<file path="src/rtl/cdb_pkg.sv">
// ---------------------------------------------------------------------------
// Module : cdb_pkg
// Desc   : Shared sizing helpers and delay-line element type for
//          credit_delay_buffer.
// Rev    : 1.0  initial release
// ---------------------------------------------------------------------------
`default_nettype none

package cdb_pkg;

  localparam int DEFAULT_WIDTH = 32;

  function automatic int credit_width(input int depth);
    return $clog2(depth + 1);
  endfunction

  function automatic int ptr_width(input int depth);
    return (depth > 1) ? $clog2(depth) : 1;
  endfunction

  typedef struct packed {
    logic                     valid;
    logic [DEFAULT_WIDTH-1:0] data;
  } dl_elem_t;

endpackage

`default_nettype wire

</file>
<file path="src/rtl/valid_delay_line.sv">
// ---------------------------------------------------------------------------
// Module : valid_delay_line
// Desc   : STAGES-deep valid-tagged shift register; only valid bits reset.
// Rev    : 1.0  initial release
// ---------------------------------------------------------------------------
`default_nettype none

module valid_delay_line #(
  parameter int WIDTH  = 32,
  parameter int STAGES = 2
) (
  input  logic             clk,
  input  logic             reset_n,
  input  logic             in_valid,
  input  logic [WIDTH-1:0] in_data,
  output logic             out_valid,
  output logic [WIDTH-1:0] out_data
);

  generate
    if (STAGES == 0) begin : g_pass
      logic unused_clk_rst;
      assign unused_clk_rst = clk ^ reset_n;
      assign out_valid      = in_valid;
      assign out_data       = in_data;
    end else begin : g_pipe
      for (genvar i = 0; i < STAGES; i++) begin : g_stage
        logic             v_prev;
        logic [WIDTH-1:0] d_prev;
        logic             v_q;
        logic [WIDTH-1:0] d_q;

        if (i == 0) begin : g_first
          assign v_prev = in_valid;
          assign d_prev = in_data;
        end else begin : g_next
          assign v_prev = g_stage[i-1].v_q;
          assign d_prev = g_stage[i-1].d_q;
        end

        always_ff @(posedge clk or negedge reset_n) begin
          if (!reset_n) v_q <= 1'b0;
          else          v_q <= v_prev;
        end

        // Data only moves with a valid word so idle stages never toggle.
        always_ff @(posedge clk) begin
          if (v_prev) d_q <= d_prev;
        end
      end

      assign out_valid = g_stage[STAGES-1].v_q;
      assign out_data  = g_stage[STAGES-1].d_q;
    end
  endgenerate

endmodule

`default_nettype wire

</file>
<file path="src/rtl/credit_delay_buffer.sv">
// ---------------------------------------------------------------------------
// Module : credit_delay_buffer
// Desc   : Credit-bounded elastic wrapper: delay line feeding an output FIFO.
// Rev    : 1.0  initial release
// ---------------------------------------------------------------------------
`default_nettype none

module credit_delay_buffer
  import cdb_pkg::*;
#(
  parameter int WIDTH  = 32,
  parameter int STAGES = 2,
  parameter int DEPTH  = 4
) (
  input  logic                           clk,
  input  logic                           reset_n,
  input  logic                           in_valid,
  output logic                           in_ready,
  input  logic [WIDTH-1:0]               in_data,
  output logic                           out_valid,
  input  logic                           out_ready,
  output logic [WIDTH-1:0]               out_data,
  output logic [credit_width(DEPTH)-1:0] credits
);

  localparam int CW    = credit_width(DEPTH);
  localparam int PW    = ptr_width(DEPTH);
  localparam int SLOTS = 1 << PW;

  logic             accept;
  logic             pop;
  logic             fifo_wr;
  logic [WIDTH-1:0] fifo_wdata;
  logic [PW-1:0]    rd_ptr;
  logic [PW-1:0]    wr_ptr;
  logic [CW-1:0]    count;
  logic [WIDTH-1:0] storage [SLOTS];

  function automatic logic [PW-1:0] ptr_inc(input logic [PW-1:0] p);
    return (p == PW'(DEPTH - 1)) ? '0 : p + PW'(1);
  endfunction

  assign in_ready  = (credits != '0);
  assign accept    = in_valid && in_ready;
  assign out_valid = (count != '0);
  assign pop       = out_valid && out_ready;
  assign out_data  = storage[rd_ptr];

  valid_delay_line #(
    .WIDTH  (WIDTH),
    .STAGES (STAGES)
  ) u_delay (
    .clk       (clk),
    .reset_n   (reset_n),
    .in_valid  (accept),
    .in_data   (in_data),
    .out_valid (fifo_wr),
    .out_data  (fifo_wdata)
  );

  // Credits cover words in flight plus words stored, so a write never finds the FIFO full.
  always_ff @(posedge clk or negedge reset_n) begin
    if (!reset_n) begin
      credits <= CW'(DEPTH);
    end else if (accept && !pop) begin
      credits <= credits - CW'(1);
    end else if (pop && !accept) begin
      credits <= credits + CW'(1);
    end
  end

  always_ff @(posedge clk or negedge reset_n) begin
    if (!reset_n) begin
      rd_ptr <= '0;
      wr_ptr <= '0;
      count  <= '0;
      for (int i = 0; i < SLOTS; i++) storage[i] <= '0;
    end else begin
      if (fifo_wr) begin
        storage[wr_ptr] <= fifo_wdata;
        wr_ptr          <= ptr_inc(wr_ptr);
      end
      if (pop) rd_ptr <= ptr_inc(rd_ptr);
      case ({fifo_wr, pop})
        2'b10:   count <= count + CW'(1);
        2'b01:   count <= count - CW'(1);
        default: count <= count;
      endcase
    end
  end

  a_no_overflow: assert property (@(posedge clk) disable iff (!reset_n)
    !(fifo_wr && count == CW'(DEPTH)))
    else $error("credit_delay_buffer: FIFO write while full");

endmodule

`default_nettype wire
</file>
<file path="config.mk">
export PLATFORM = sky130hd
export DESIGN_NAME = credit_delay_buffer
export DESIGN_NICKNAME = d
export VERILOG_FILES = /design/src/rtl/cdb_pkg.sv /design/src/rtl/valid_delay_line.sv /design/src/rtl/credit_delay_buffer.sv
export SDC_FILE = /design/constraint.sdc
export NUM_CORES = 1
export LEC_CHECK = 0
export ABC_AREA = 1
export CELL_PAD_IN_SITES_DETAIL_PLACEMENT = 0
export CELL_PAD_IN_SITES_GLOBAL_PLACEMENT = 2
export CORE_MARGIN = 4
export CORE_UTILIZATION = 40
export DETAILED_ROUTE_END_ITERATION = 8
export GPL_ROUTABILITY_DRIVEN = 0
export PLACE_DENSITY = 0.82
export SKIP_CTS_REPAIR_TIMING = 1
export SYNTH_ARGS = -nofsm -noshare
export SYNTH_HDL_FRONTEND = slang
export SYNTH_SLANG_ARGS = --single-unit
</file>
<file path="constraint.sdc">
create_clock -name clk -period 5.15 [get_ports clk]
set_input_delay 1.545 -clock clk [delete_from_list [all_inputs] [get_ports clk]]
set_output_delay 1.545 -clock clk [all_outputs]
set_load 0.01 [all_outputs]
</file>
==> metrics.txt, run 1 <==
fmax=0.2422 GHz; Hold Crit Class=reg2reg; EDFF count, synth=64; Mapped Nets=871; share of post-route cells with drive strength above 1=5.987%; CP Launch Type=register; fin. max-slew vios=0; initial DRC count=294; final setup TNS=0 ps; GRT Total Usage=15.34%; slew of the pin with the lowest slew margin=1127 ps; first-pass GRT wire length=29.50 mm; DR WL/cell=15.16 µm; period utilisation layout=80.18%; Core ar.=20430 µm²; Antenna Violating Nets Remaining=0; number of clock sinks=204; Syn-to-layout area delta=19.07%; area leader, netlist=dfrtp_1; max-cap violations=0; Final Net Count=931; initial antenna violation count=0; CTS tree=yes; Critical Path RT=3610 ps; CTS Buf Count=23; chip width=152.6 µm; Initial Util=40.95%; CTS root buf=clkbuf_16; DR DRC count=0; relative slew slack=24.90%; dominant synthesized flop cell=dfrtp_1; Worst-Skew Late Latency=500 ps; RR Startpoint=credits[2]; Final Util=48.76%; Setup CP Type=reg2out; syn_area_per_cell=10.13 µm²; drt pass-1 iters=5; Worst Hold Margin=416.2 ps; # setup viols final=0; sequential fraction of the synthesis area=64.86%; Pleak=4.526 nW; maximum vdd drop=290.5 µV; vias in the first global route=5703; #FFs+latches synth=204; post-synth cell types=22; warnings from Yosys=0; Tmin final=4129 ps; DRT Wirelength=17.77 mm; Worst Skew=12.02 ps; final hold viol count=0; min-delay src=u_delay.g_pipe.g_stage[0].d_q[6]; PwrDens=655.6 nW/µm²; most frequent cells in the layout=nand2_1 (240), dfrtp_1 (136), o21ai_0 (126), inv_1 (113), clkdlybuf4s50_1 (71); Area contributors post-synth=dfrtp_1 (42%), edfxtp_1 (23%), nand2_1 (11%); post-synth top area share=41.57%; # diodes=0; Post-Synthesis Cells=826; die area=23290 µm²; ys async rst share=68.63%; vias per cell=4.821; IO Pins=73; critical path arrival=2580 ps; via count=5650; Tot Pwr=0.006531 W; Setup crit start=rd_ptr[0]; Worst Path Max Fanout=70; Post-DP HPWL=10.29 mm; commonest non-fill, non-tap cell in the layout=nand2_1; clk slew on worst S/H paths=60 ps; deepest clock path buffer count=3; H-tree levels=1; die height=152.6 µm; Rows=52; RSZ-0062 raised after global routing=no; CP Capture Type=primary output; outcome=finished clean; grt ovf=0; Synth Cell Area=8367 µm²; number of I/O port buffers=72; largest net degree at the start of global routing=122
==> cell usage after synthesis, types with 2 or more instances <==
cell type / n
buf_2: 26
edfxtp_1: 64
clkbuf_1: 13
nand3_1: 6
ha_1: 7
inv_1: 113
buf_6: 3
dfrtp_1: 139
fa_1: 2
nand4_1: 2
nand2_1: 240
buf_4: 4
o21ai_1: 6
o211ai_1: 64
o21ai_0: 126
xnor2_1: 2
nand2_2: 4
==> metrics by stage <==
| step | cells | instance area (µm²) | setup slack, ps |
|---|---|---|---|
| after floorplan | 826 | 8367 | 1723 |
| after global placement | 1131 | 9275 | 1529 |
| after detailed placement | 1131 | 9275 | 1492 |
| after CTS | 1172 | 9962 | 994.4 |
| after global routing | 1172 | 9962 | 856.7 |
| final | 1172 | 9962 | 1021 |
==> critical path, cell delays in order (launching register included) <==
cell             delay [ps]
dfrtp_4                 820
buf_12                  360
o211ai_1                150
nand2_1                 130
clkdlybuf4s50_1         550
==> power by group <==
group | leakage (nW) | switching, W | total [W] | internal [W]
clock network | 0.346 | 0.000620 | 0.00148 | 0.000864
registers | 2.37 | 0.000434 | 0.00277 | 0.00233
logic | 1.82 | 0.00127 | 0.00228 | 0.00101
==> flip-flops by register name, indices dropped and copies added, names as in the netlist <==
register / flops
u_delay.out_valid: 1
u_delay.g_pipe.g_stage.d_q: 32
u_delay.g_pipe.g_stage.v_q: 1
storage: 128
u_delay.out_data: 32
credits: 3
count: 3
wr_ptr: 2
rd_ptr: 2
==> logic make-up (layout without fill, tap and decap cells) <==
family | count (synthesis) | after routing | synth area share [%]
DFF | 204 | 204 | 64.86
adders and majority gates | 9 | 9 | 1.525
buffers and inverters | 160 | 236 | 8.016
and+or+nand+nor | 254 | 254 | 11.69
xor gates and xnor gates | 2 | 2 | 0.2094
AOI/OAI and AO/OA | 197 | 197 | 13.70
==> layer usage <==
layer | part of all wire [%] | vias up | global-route usage, % | wire length, µm
li1 | - | 2808 | - | -
met1 | 47 | 2697 | 21.33 | 8326
met2 | 47 | 119 | 25.16 | 8288
met3 | 5.0 | 26 | 2.925 | 889
met4 | 1.5 | 0 | 3.564 | 267
met5 | 0 | - | 0 | 0
==> layout make-up <==
cell class,instances,area (µm²)
sequential,204,5433
inverter,113,424.2
tap,270,337.8
fill,1898,10470
multi-input combinational,462,2271
clock buffer,32,639.4
timing repair buffer,82,809.5
clock inverter,9,47.55
==> final timing paths <==
check / to / slack [ps] / depth (start not counted)
setup / recovery: out_data[26] / 1020 / 4
hold / removal: u_delay.out_data[6] / 420 / 0
setup reg to reg: credits[2] / 2840 / 12
hold reg to reg: u_delay.out_data[6] / 420 / 0
max in group asynchronous: storage[54] / 2950 / 2
min in group asynchronous: storage[70] / 1220 / 1
No activity file was read; power rests on OpenSTA's default activity.
==> run 2, diff against run 1 <==
- CORE_UTILIZATION: 40 -> 37
- PLACE_DENSITY: 0.82 -> 0.77
- clock period: 5.15 -> 4.2 ns (I/O delays scaled with it)
==> run 2 against run 1 <==
- utilization decreased by 3.2 points
- first-iteration DRC count up 29%
- total power increased by 25%
- clock skew fell by 3.9 ps
- setup slack got worse by 700 ps
- critical endpoint is now out_data[17]
- hold slack about the same
==> metrics.txt, run 2 (synthesized netlist as in run 1, its figures left out) <==
outcome=finished clean; Worst Path Max Fanout=70 (unchanged); Net Switching=0.002882 W (+24%); RSZ-0062 raised after global routing=no; Rows=54 (+3.8%); Pleak=4.560 nW (+0.74%); Initial Util=37.99% (-3.0 points); Reg2Reg Setup Slack=2350 ps (-490 ps); final hold viol count=0 (unchanged); initial antenna violation count=0 (unchanged); DR WL/cell=15.58 µm (+2.7%); r2r endpoint=count[2]; die height=158.4 µm (+3.8%); Core ar.=22030 µm² (+7.8%); Setup CP Type=reg2out; Worst-Skew Late Latency=500 ps (about the same); DR DRC count=0 (unchanged); chip width=158.4 µm (+3.8%); combinational power share=34.4% (-0.5 points); DRT Wirelength=18.49 mm (+4.0%); register area=5433 µm² (unchanged); Tmin final=3880 ps; final setup TNS=0 ps (unchanged); CTS root buf=clkbuf_16; max-cap violations=0 (unchanged); RR Startpoint=count[0]; CP Launch Type=register; Multi-input gate area=2271 µm² (unchanged); Syn-to-layout area delta=20.01%; relative slew slack=29.96% (+5.1 points); Hold Path Cell Cnt=0 (unchanged); min-delay src=u_delay.g_pipe.g_stage[0].d_q[4]; fin cells=1187 (+1.3%); number of clock sinks=204 (unchanged); Final Util=45.59% (-3.2 points); Hold Crit Class=reg2reg; sw frac=35.29% (-0.22 points); period utilisation layout=92.38%; Hold Crit Endpoint=u_delay.out_data[4]; deepest clock path buffer count=3 (unchanged); # setup viols final=0 (unchanged); Critical Path RT=2940 ps (-670 ps); slew of the pin with the lowest slew margin=1051 ps (-75.94 ps); IO Pins=73 (unchanged); Antenna Violating Nets Remaining=0 (unchanged); drt pass-1 iters=5 (unchanged); Post-DP HPWL=10.57 mm (+2.7%); commonest non-fill, non-tap cell in the layout=nand2_1; grt ovf=0 (unchanged); largest net degree at the start of global routing=109 (-11%); Worst Hold Margin=416.1 ps (-0.06200 ps); vias per cell=4.765 (-1.2%); CTS Buf Count=24 (+4.3%); # placed instances=1143 (+1.1%); fin. max-slew vios=0 (unchanged); critical path arrival=2620 ps (+40 ps); initial DRC count=379 (+29%); fmax=0.2577 GHz; Largest register FFs=128 (unchanged); Worst Skew=8.158 ps (-3.862 ps); Final Net Count=934 (+0.32%); CTS tree=yes; # diodes=0 (unchanged); PwrDens=813.3 nW/µm² (+24%); largest register by flop count=storage; Pint=0.005284 W (+25%); maximum vdd drop=384.1 µV (+32%); CP Capture Type=primary output; GRT Total Usage=15.13% (-0.21 points); Reg power frac=41.6% (-0.8 points); FILL cells=2101 (+11%); worst reg-to-reg path cell count=11 (-1); Clock Power Share=24.0% (+1.3 points); H-tree levels=1 (unchanged); number of I/O port buffers=72 (unchanged); via count=5656 (+0.11%); most frequent cells in the layout=nand2_1 (240), dfrtp_1 (136), o21ai_0 (126), inv_1 (113), clkdlybuf4s50_1 (71); first-pass GRT wire length=30.32 mm (+2.8%); share of post-route cells with drive strength above 1=6.174% (+0.19 points); vias in the first global route=5820 (+2.1%); die area=25080 µm² (+7.7%); clk slew on worst S/H paths=60 ps (about the same)
run 2: cell count changes in the layout (fill, tap and decap cells not counted):
cell,change
inv_6,-1
clkbuf_1,+1
clkbuf_16,+2
clkbuf_8,-1
buf_4,+3
clkinv_2,-1
buf_12,-1
clkinv_1,+2
bufinv_16,+1
run 2: final cells by class:
type                            count  share of cell area (%)
Timing Repair Buffer               84                   8.087
Sequential cell                   204                   54.11
Clock inverter                     10                  0.7103
Inverter                          113                   4.224
Multi-Input combinational cell    462                   22.62
Tap cell                          280                   3.489
Clock buffer                       34                   6.766
run 2: worst max-delay path by stage:
stage                   end  cells past startpoint      start  slack [ps]
6_report       out_data[17]                      4  rd_ptr[0]         320
5_1_grt        out_data[22]                      4  rd_ptr[0]         130
4_1_cts        out_data[17]                      4  rd_ptr[0]         300
3_5_place_dp   out_data[17]                      4  rd_ptr[0]         850
3_3_place_gp   out_data[20]                      4  rd_ptr[0]         860
2_1_floorplan    credits[2]                      8   in_valid        1060
run 2: per-stage QoR:
stage | worst slack, ps | cell area (µm²) | total power, W
detailed placement | 850.2 | 9290 | 0.006293
global route | 133.0 | 10040 | 0.008832
CTS | 299.3 | 10040 | 0.008308
finish | 319.9 | 10040 | 0.008166
global placement | 864.9 | 9290 | 0.006194
floorplan | 1058 | 8367 | 0.005034
run 2: routing by layer:
layer / global-route usage [%] / up-vias / wire [µm]
met3: 2.609 / 28 / 739
met1: 20.40 / 2694 / 8670
met2: 25.41 / 111 / 8648
met4: 4.143 / 0 / 433
met5: 0 / - / 0
li1: - / 2823 / -
run 2: power groups by stage:
stage | combinational [W] | clock (W) | sequential, W
after floorplan | 0.00185 | 0 | 0.00318
after global placement | 0.00279 | 0 | 0.00340
after detailed placement | 0.00286 | 0 | 0.00343
after CTS | 0.00288 | 0.00202 | 0.00340
after global routing | 0.00323 | 0.00210 | 0.00350
final | 0.00281 | 0.00196 | 0.00340
run 2: worst max-delay path, stage by stage, from the launching register on:
cell and delay [ps]:
dfrtp_4 890, buf_4 410, o211ai_1 150, nand2_1 100, clkdlybuf4s50_1 530
